--- src/rtl/serial_subtractor_if.sv ---
// Start/operand/result bundle for the bit-serial subtractor.
// The master drives the request and operands; the slave returns status and the result.
interface serial_subtractor_if #(
  parameter int WIDTH = 8
);
  logic             start;
  logic [WIDTH-1:0] a;
  logic [WIDTH-1:0] b;
  logic             bin;
  logic             ready;
  logic             busy;
  logic             done;
  logic [WIDTH-1:0] diff;
  logic             bout;
  logic             ovf;

  modport master (
    output start, a, b, bin,
    input  ready, busy, done, diff, bout, ovf
  );

  modport slave (
    input  start, a, b, bin,
    output ready, busy, done, diff, bout, ovf
  );
endinterface

--- src/rtl/serial_subtractor.sv ---
// Bit-serial two's-complement subtractor D = A - B - bin.
// One full-subtractor cell and a borrow flop handle one bit per clock, LSB first.
//
// state    | meaning
// ---------+----------------------------------------------------------
// ST_IDLE  | ready; waiting for start, holds the previous result
// ST_SHIFT | one bit per clock, cnt = bit index currently processed
// ST_DONE  | one-cycle done strobe, diff/bout/ovf freshly valid
module serial_subtractor #(
  parameter int WIDTH = 8
) (
  input  logic                clk,
  input  logic                rst_n,
  serial_subtractor_if.slave  bus
);

  localparam int CNT_W = $clog2(WIDTH);

  typedef enum logic [1:0] {
    ST_IDLE  = 2'd0,
    ST_SHIFT = 2'd1,
    ST_DONE  = 2'd2
  } state_t;

  state_t           r_state;
  logic             r_ready;
  logic             r_busy;
  logic             r_done;
  logic [WIDTH-1:0] r_a;
  logic [WIDTH-1:0] r_b;
  logic [WIDTH-1:0] r_res;
  logic             r_brw;
  logic [CNT_W-1:0] r_cnt;
  logic [WIDTH-1:0] r_diff;
  logic             r_bout;
  logic             r_ovf;

  logic             w_ai;
  logic             w_bi;
  logic             w_di;
  logic             w_brw_nxt;
  logic [WIDTH-1:0] w_res_nxt;
  logic             w_last;
  logic             w_ovf_nxt;

  // Full-subtractor cell; operand LSBs hold the current bit since the regs shift right.
  assign w_ai      = r_a[0];
  assign w_bi      = r_b[0];
  assign w_di      = w_ai ^ w_bi ^ r_brw;
  assign w_brw_nxt = (~w_ai & w_bi) | (~(w_ai ^ w_bi) & r_brw);
  assign w_res_nxt = {w_di, r_res[WIDTH-1:1]};
  assign w_last    = (r_cnt == CNT_W'(WIDTH - 1));
  // On the last bit the LSBs of the operand regs are the loaded MSBs.
  assign w_ovf_nxt = (w_ai != w_bi) && (w_di != w_ai);

  always_ff @(posedge clk or negedge rst_n) begin
    if (!rst_n) begin
      r_state <= ST_IDLE;
      r_ready <= 1'b1;
      r_busy  <= 1'b0;
      r_done  <= 1'b0;
      r_a     <= '0;
      r_b     <= '0;
      r_res   <= '0;
      r_brw   <= 1'b0;
      r_cnt   <= '0;
      r_diff  <= '0;
      r_bout  <= 1'b0;
      r_ovf   <= 1'b0;
    end else begin
      case (r_state)
        ST_IDLE: begin
          if (bus.start) begin
            r_a     <= bus.a;
            r_b     <= bus.b;
            r_brw   <= bus.bin;
            r_res   <= '0;
            r_cnt   <= '0;
            r_state <= ST_SHIFT;
            r_ready <= 1'b0;
            r_busy  <= 1'b1;
          end
        end
        ST_SHIFT: begin
          r_res <= w_res_nxt;
          r_a   <= {1'b0, r_a[WIDTH-1:1]};
          r_b   <= {1'b0, r_b[WIDTH-1:1]};
          r_brw <= w_brw_nxt;
          if (w_last) begin
            r_diff  <= w_res_nxt;
            r_bout  <= w_brw_nxt;
            r_ovf   <= w_ovf_nxt;
            r_state <= ST_DONE;
            r_busy  <= 1'b0;
            r_done  <= 1'b1;
          end else begin
            r_cnt <= r_cnt + CNT_W'(1);
          end
        end
        ST_DONE: begin
          r_state <= ST_IDLE;
          r_done  <= 1'b0;
          r_ready <= 1'b1;
        end
        default: begin
          r_state <= ST_IDLE;
          r_ready <= 1'b1;
          r_busy  <= 1'b0;
          r_done  <= 1'b0;
        end
      endcase
    end
  end

  assign bus.ready = r_ready;
  assign bus.busy  = r_busy;
  assign bus.done  = r_done;
  assign bus.diff  = r_diff;
  assign bus.bout  = r_bout;
  assign bus.ovf   = r_ovf;

endmodule

--- src/flat_wrapper.sv ---
// flat-port wrapper written by rule: the top's interface ports become plain ports
module serial_subtractor_flat 
#(
  parameter int WIDTH = 8
)
  (clk, rst_n, bus_start, bus_a, bus_b, bus_bin, bus_ready, bus_busy, bus_done, bus_diff, bus_bout, bus_ovf);
  serial_subtractor_if #(.WIDTH(WIDTH)) bus_i ();
  input  logic clk;
  input  logic rst_n;
  input wire logic [$bits(bus_i.start)-1:0] bus_start;
  input wire logic [$bits(bus_i.a)-1:0] bus_a;
  input wire logic [$bits(bus_i.b)-1:0] bus_b;
  input wire logic [$bits(bus_i.bin)-1:0] bus_bin;
  output wire logic [$bits(bus_i.ready)-1:0] bus_ready;
  output wire logic [$bits(bus_i.busy)-1:0] bus_busy;
  output wire logic [$bits(bus_i.done)-1:0] bus_done;
  output wire logic [$bits(bus_i.diff)-1:0] bus_diff;
  output wire logic [$bits(bus_i.bout)-1:0] bus_bout;
  output wire logic [$bits(bus_i.ovf)-1:0] bus_ovf;
  assign bus_i.start = bus_start;
  assign bus_i.a = bus_a;
  assign bus_i.b = bus_b;
  assign bus_i.bin = bus_bin;
  assign bus_ready = bus_i.ready;
  assign bus_busy = bus_i.busy;
  assign bus_done = bus_i.done;
  assign bus_diff = bus_i.diff;
  assign bus_bout = bus_i.bout;
  assign bus_ovf = bus_i.ovf;
  serial_subtractor #(.WIDTH(WIDTH)) u_core (.clk(clk), .rst_n(rst_n), .bus(bus_i));
endmodule
--- config.mk ---
export PLATFORM = sky130hd
export DESIGN_NAME = serial_subtractor_flat
export DESIGN_NICKNAME = d
export VERILOG_FILES = /design/src/rtl/serial_subtractor_if.sv /design/src/rtl/serial_subtractor.sv /design/src/flat_wrapper.sv
export SDC_FILE = /design/constraint.sdc
export NUM_CORES = 1
export LEC_CHECK = 0
export ABC_AREA = 1
export BUFFER_PORTS_ARGS = -buffer_cell sky130_fd_sc_hd__buf_2
export CAP_MARGIN = 15
export CORE_MARGIN = 2
export CORE_UTILIZATION = 42
export CTS_CLUSTER_SIZE = 20
export DETAILED_ROUTE_END_ITERATION = 10
export PLACE_DENSITY = 0.66
export SYNTH_ARGS = -nofsm -noshare
export SYNTH_HDL_FRONTEND = slang
export SYNTH_SLANG_ARGS = --single-unit
--- constraint.sdc ---
create_clock -name clk -period 1.2 [get_ports clk]
set_input_delay 0.18 -clock clk [delete_from_list [all_inputs] [get_ports clk]]
set_output_delay 0.18 -clock clk [all_outputs]
set_load 0.01 [all_outputs]
==> flow_summary.toml <==
[clock_tree]
clock_latency_ns = 0.29
ctsHtreeMaxLevel = 2
clockRootBuffer = "clkbuf_8"
clkSinkCount = 42
cts_tree = "done"
clockBufferDepth = 2
clkTransAtPathRegs_ns = 0.08
cts_made_buffers = 5

[yosys]
ys_ff_latch = 42
synthAdderAreaFrac_pct = 2.75
synth_area_sq_mm = 0.00210
synth_async_sr_flop_share_pct = 100
avgSynthCellArea_sq_um = 9.19
yosys.area_share.simple_pct = 26.7
synth_top_family_by_area = "simple AND/OR/NAND/NOR gates"
yosys-mux-area-fraction_pct = 0
synth_enable_flop_cells = 0
synth_fp_nets = 252
synth_xor_area_share_pct = 0
ys_types = 21
ys_seq_area_share_pct = 50.2
synth_warnings = 0
synth_ff_type = "dfrtp_1"
synth_compound_area_share_pct = 8.42
netlist_instances = 228

[critical_path]
cp_data_arrival_time_ns = 1.56
cp_slowest_cell = "fa_2"
r2r_slack_ns = -0.12
worst_path_most_repeated_cell = "nor2_1"
cp.depth = 6
worst_path_dominant_cell_family = "adder cells"
startpoint_type = "flop"
criticalPathCategory = "reg2reg"
path_max_fanout = 3
critPathBufInv = 1
regToRegEndpoint = "u_core.bus.ovf"
crit_chain = "inv_2 -> fa_2 -> nor2_1 -> nor2_1 -> nand3_1 -> nand2_1"
crit_path_end_kind = "flop"
r2r_start = "u_core.r_b[0]"
slowest_delay_ns = 0.57
crit_required_ns = 1.44
r2r_cells = 6

[die]
rows = 25
ios = 33
die_x_um = 74.6
dieArea_sq_mm = 0.00557
die_y_um = 74.6
core_sq_mm = 0.00475
start_util_pct = 44.1

[placement]
port_buffers = 32
place_area_sq_mm = 0.00240
finalWeightedCongestion = 0.746
place_ws_ns = -0.123
dp_hpwl_um = 2680

[sta]
hold_viol = 0
fmax_ghz = 0.756
holdWs_ns = 0.0945
slew_violations = 0
rsz0062_at_grt = "yes"
fin_ws_ns = -0.123
worstMarginPinSlew_ns = 0.230
fin_tns_setup_ns = -0.459
period_needed_ns = 1.32
max-slew-margin-rel_pct = 84.6
clock_skew_ns = 0.00622
setup_viol = 11
period_share_pct = 110

[drt]
viasPerCell = 4.69
drcViolationCount = 0
drtIter0Drc = 42
wl_um = 4190
first_pass_iters = 4
route.antenna.remaining_nets = 0
wl_per_cell_um = 11.9
vias = 1645

[final_layout]
multi_input_area_sq_um = 953
seqCellArea_sq_mm = 0.00105
fill_cells = 421
nNetsFinal = 307
final_core_util_pct = 59.8
drive_gt1_share_pct = 41.2
antenna-diode-count = 0
synthToLayoutAreaGrowth_pct = 35.6
fin_area_sq_mm = 0.00284

[hold_path]
hold_start = "bus_b[7]"
min_to = "u_core.r_b[7]"
hold_depth = 3
min_path_type = "in2reg"

[grt]
grt_pass1_wl_um = 6860
antenna_found_initial = 0
grt_max_degree = 28
grtUsageTotal_pct = 16.1
grt_pass1_vias = 1504
grt_overflow_total = 0

[outcome]
violations = "setup timing"
status = "complete, but fails checks"

[pwr]
leakagePower_nw = 1.44
p_int_mw = 4.33
p_sw_mw = 2.84
seq_power_share_pct = 34.4
switching_share_pct = 39.6
comb_power_share_pct = 52.9
peakVddDrop_v = 0.00128
power.density_mw_per_mm2 = 2520
p_clk_share_pct = 12.7

[flow_run]
max_cap_violations = 0
worst min-delay path, cell delays in order:
cell and delay, ns:
buf_2 0.07, nand2_1 0.04, o21ai_1 0.05
cells in the mapped netlist, drive strengths merged (3+ instances only):
master	count	share of area, %
buf	13	5.9
dfrtp	41	49
ha	3	1.8
inv	34	6.1
nand2	57	11
nand3	39	9.3
nand3b	11	3.9
nand4	3	0.90
nor2	7	1.5
o21ai	11	4.2
o22ai	7	4.2
logic make-up (layout without fill, tap and decap cells):
group                    count (synthesis)  in the layout
flip-flops                              42             42
buffers and inverters                   47            103
AO/OA/AOI/OAI                           18             18
AND/OR/NAND/NOR                        117            117
adder cells (fa/ha/maj)                  4              4
state kept, by name, indices dropped and copies added (netlist names):
signal            count
u_core.r_state        2
u_core.r_res          7
u_core.r_cnt          3
u_core.bus.diff       8
u_core.r_b            8
u_core.r_a            8
u_core.bus.ready      1
u_core.bus.busy       1
u_core.bus.bout       1
u_core.bus.ovf        1
u_core.r_brw          1
u_core.bus.done       1
power by group through the flow:
stage / clock [mW] / sequential [mW] / combinational, mW
floorplan: 0 / 2.45 / 2.27
global placement: 0 / 2.37 / 3.08
detailed placement: 0 / 2.39 / 3.15
CTS: 0.957 / 2.38 / 3.29
global route: 0.999 / 2.54 / 4.23
finish: 0.908 / 2.47 / 3.79
layout by cell type (no fill, tap or decap), types with 2 or more instances in the layout:
cell type,synthesis,final
clkbuf_16,0,3
buf_6,6,3
nand2_8,0,4
o22ai_2,7,7
o21ai_2,9,9
dfrtp_1,41,39
nand3_2,0,2
clkinv_4,0,2
o21ai_1,2,2
nand3b_1,11,11
dfrtp_2,0,2
nand3_1,39,37
nand2_1,54,39
inv_2,2,3
nand2_4,2,9
nand2_2,1,5
nor2_1,5,5
buf_4,4,16
buf_2,2,32
nand4_1,3,3
clkbuf_8,0,5
buf_12,0,4
inv_1,32,29
how the worst max path moves through the flow:
stage / to / from
detailed placement: u_core.bus.ovf / u_core.r_brw
CTS: u_core.bus.ovf / u_core.r_b[0]
global route: u_core.bus.ovf / u_core.r_b[0]
floorplan: u_core.bus.ovf / u_core.r_b[0]
global placement: u_core.bus.ovf / u_core.r_brw
finish: u_core.bus.ovf / u_core.r_b[0]
per-layer routing:
metal	track usage [%]	vias to the layer above	routed length [um]	part of all wire (%)
met5	0	-	0	0
met4	5.36	0	55	1.3
met3	4.15	7	145	3.5
met2	25.8	31	2030	48
met1	21.7	761	1960	47
li1	-	846	-	-
metrics by stage:
stage / total power [mW] / cells
after floorplan: 4.72 / 228
after global routing: 7.77 / 351
after detailed placement: 5.54 / 332
after CTS: 6.62 / 344
after global placement: 5.45 / 332
final: 7.17 / 351
what timing repair did:
action,in CTS,in global routing
endpoints found under the setup margin,17,39
gates cloned,1,3
pin swaps,1,5
hold buffers,1,0
resized for setup,10,41
buffers inserted,2,5
endpoints found under the hold margin,41,0
cell type report:
type	count	area share [%]
Clock inverter	3	0.749
Clock buffer	5	2.42
Timing Repair Buffer	61	18.4
Inverter	34	4.84
Multi-Input combinational cell	139	33.6
Sequential cell	42	37.1
Tap cell	67	2.95
(Power assumes the default switching activity.)
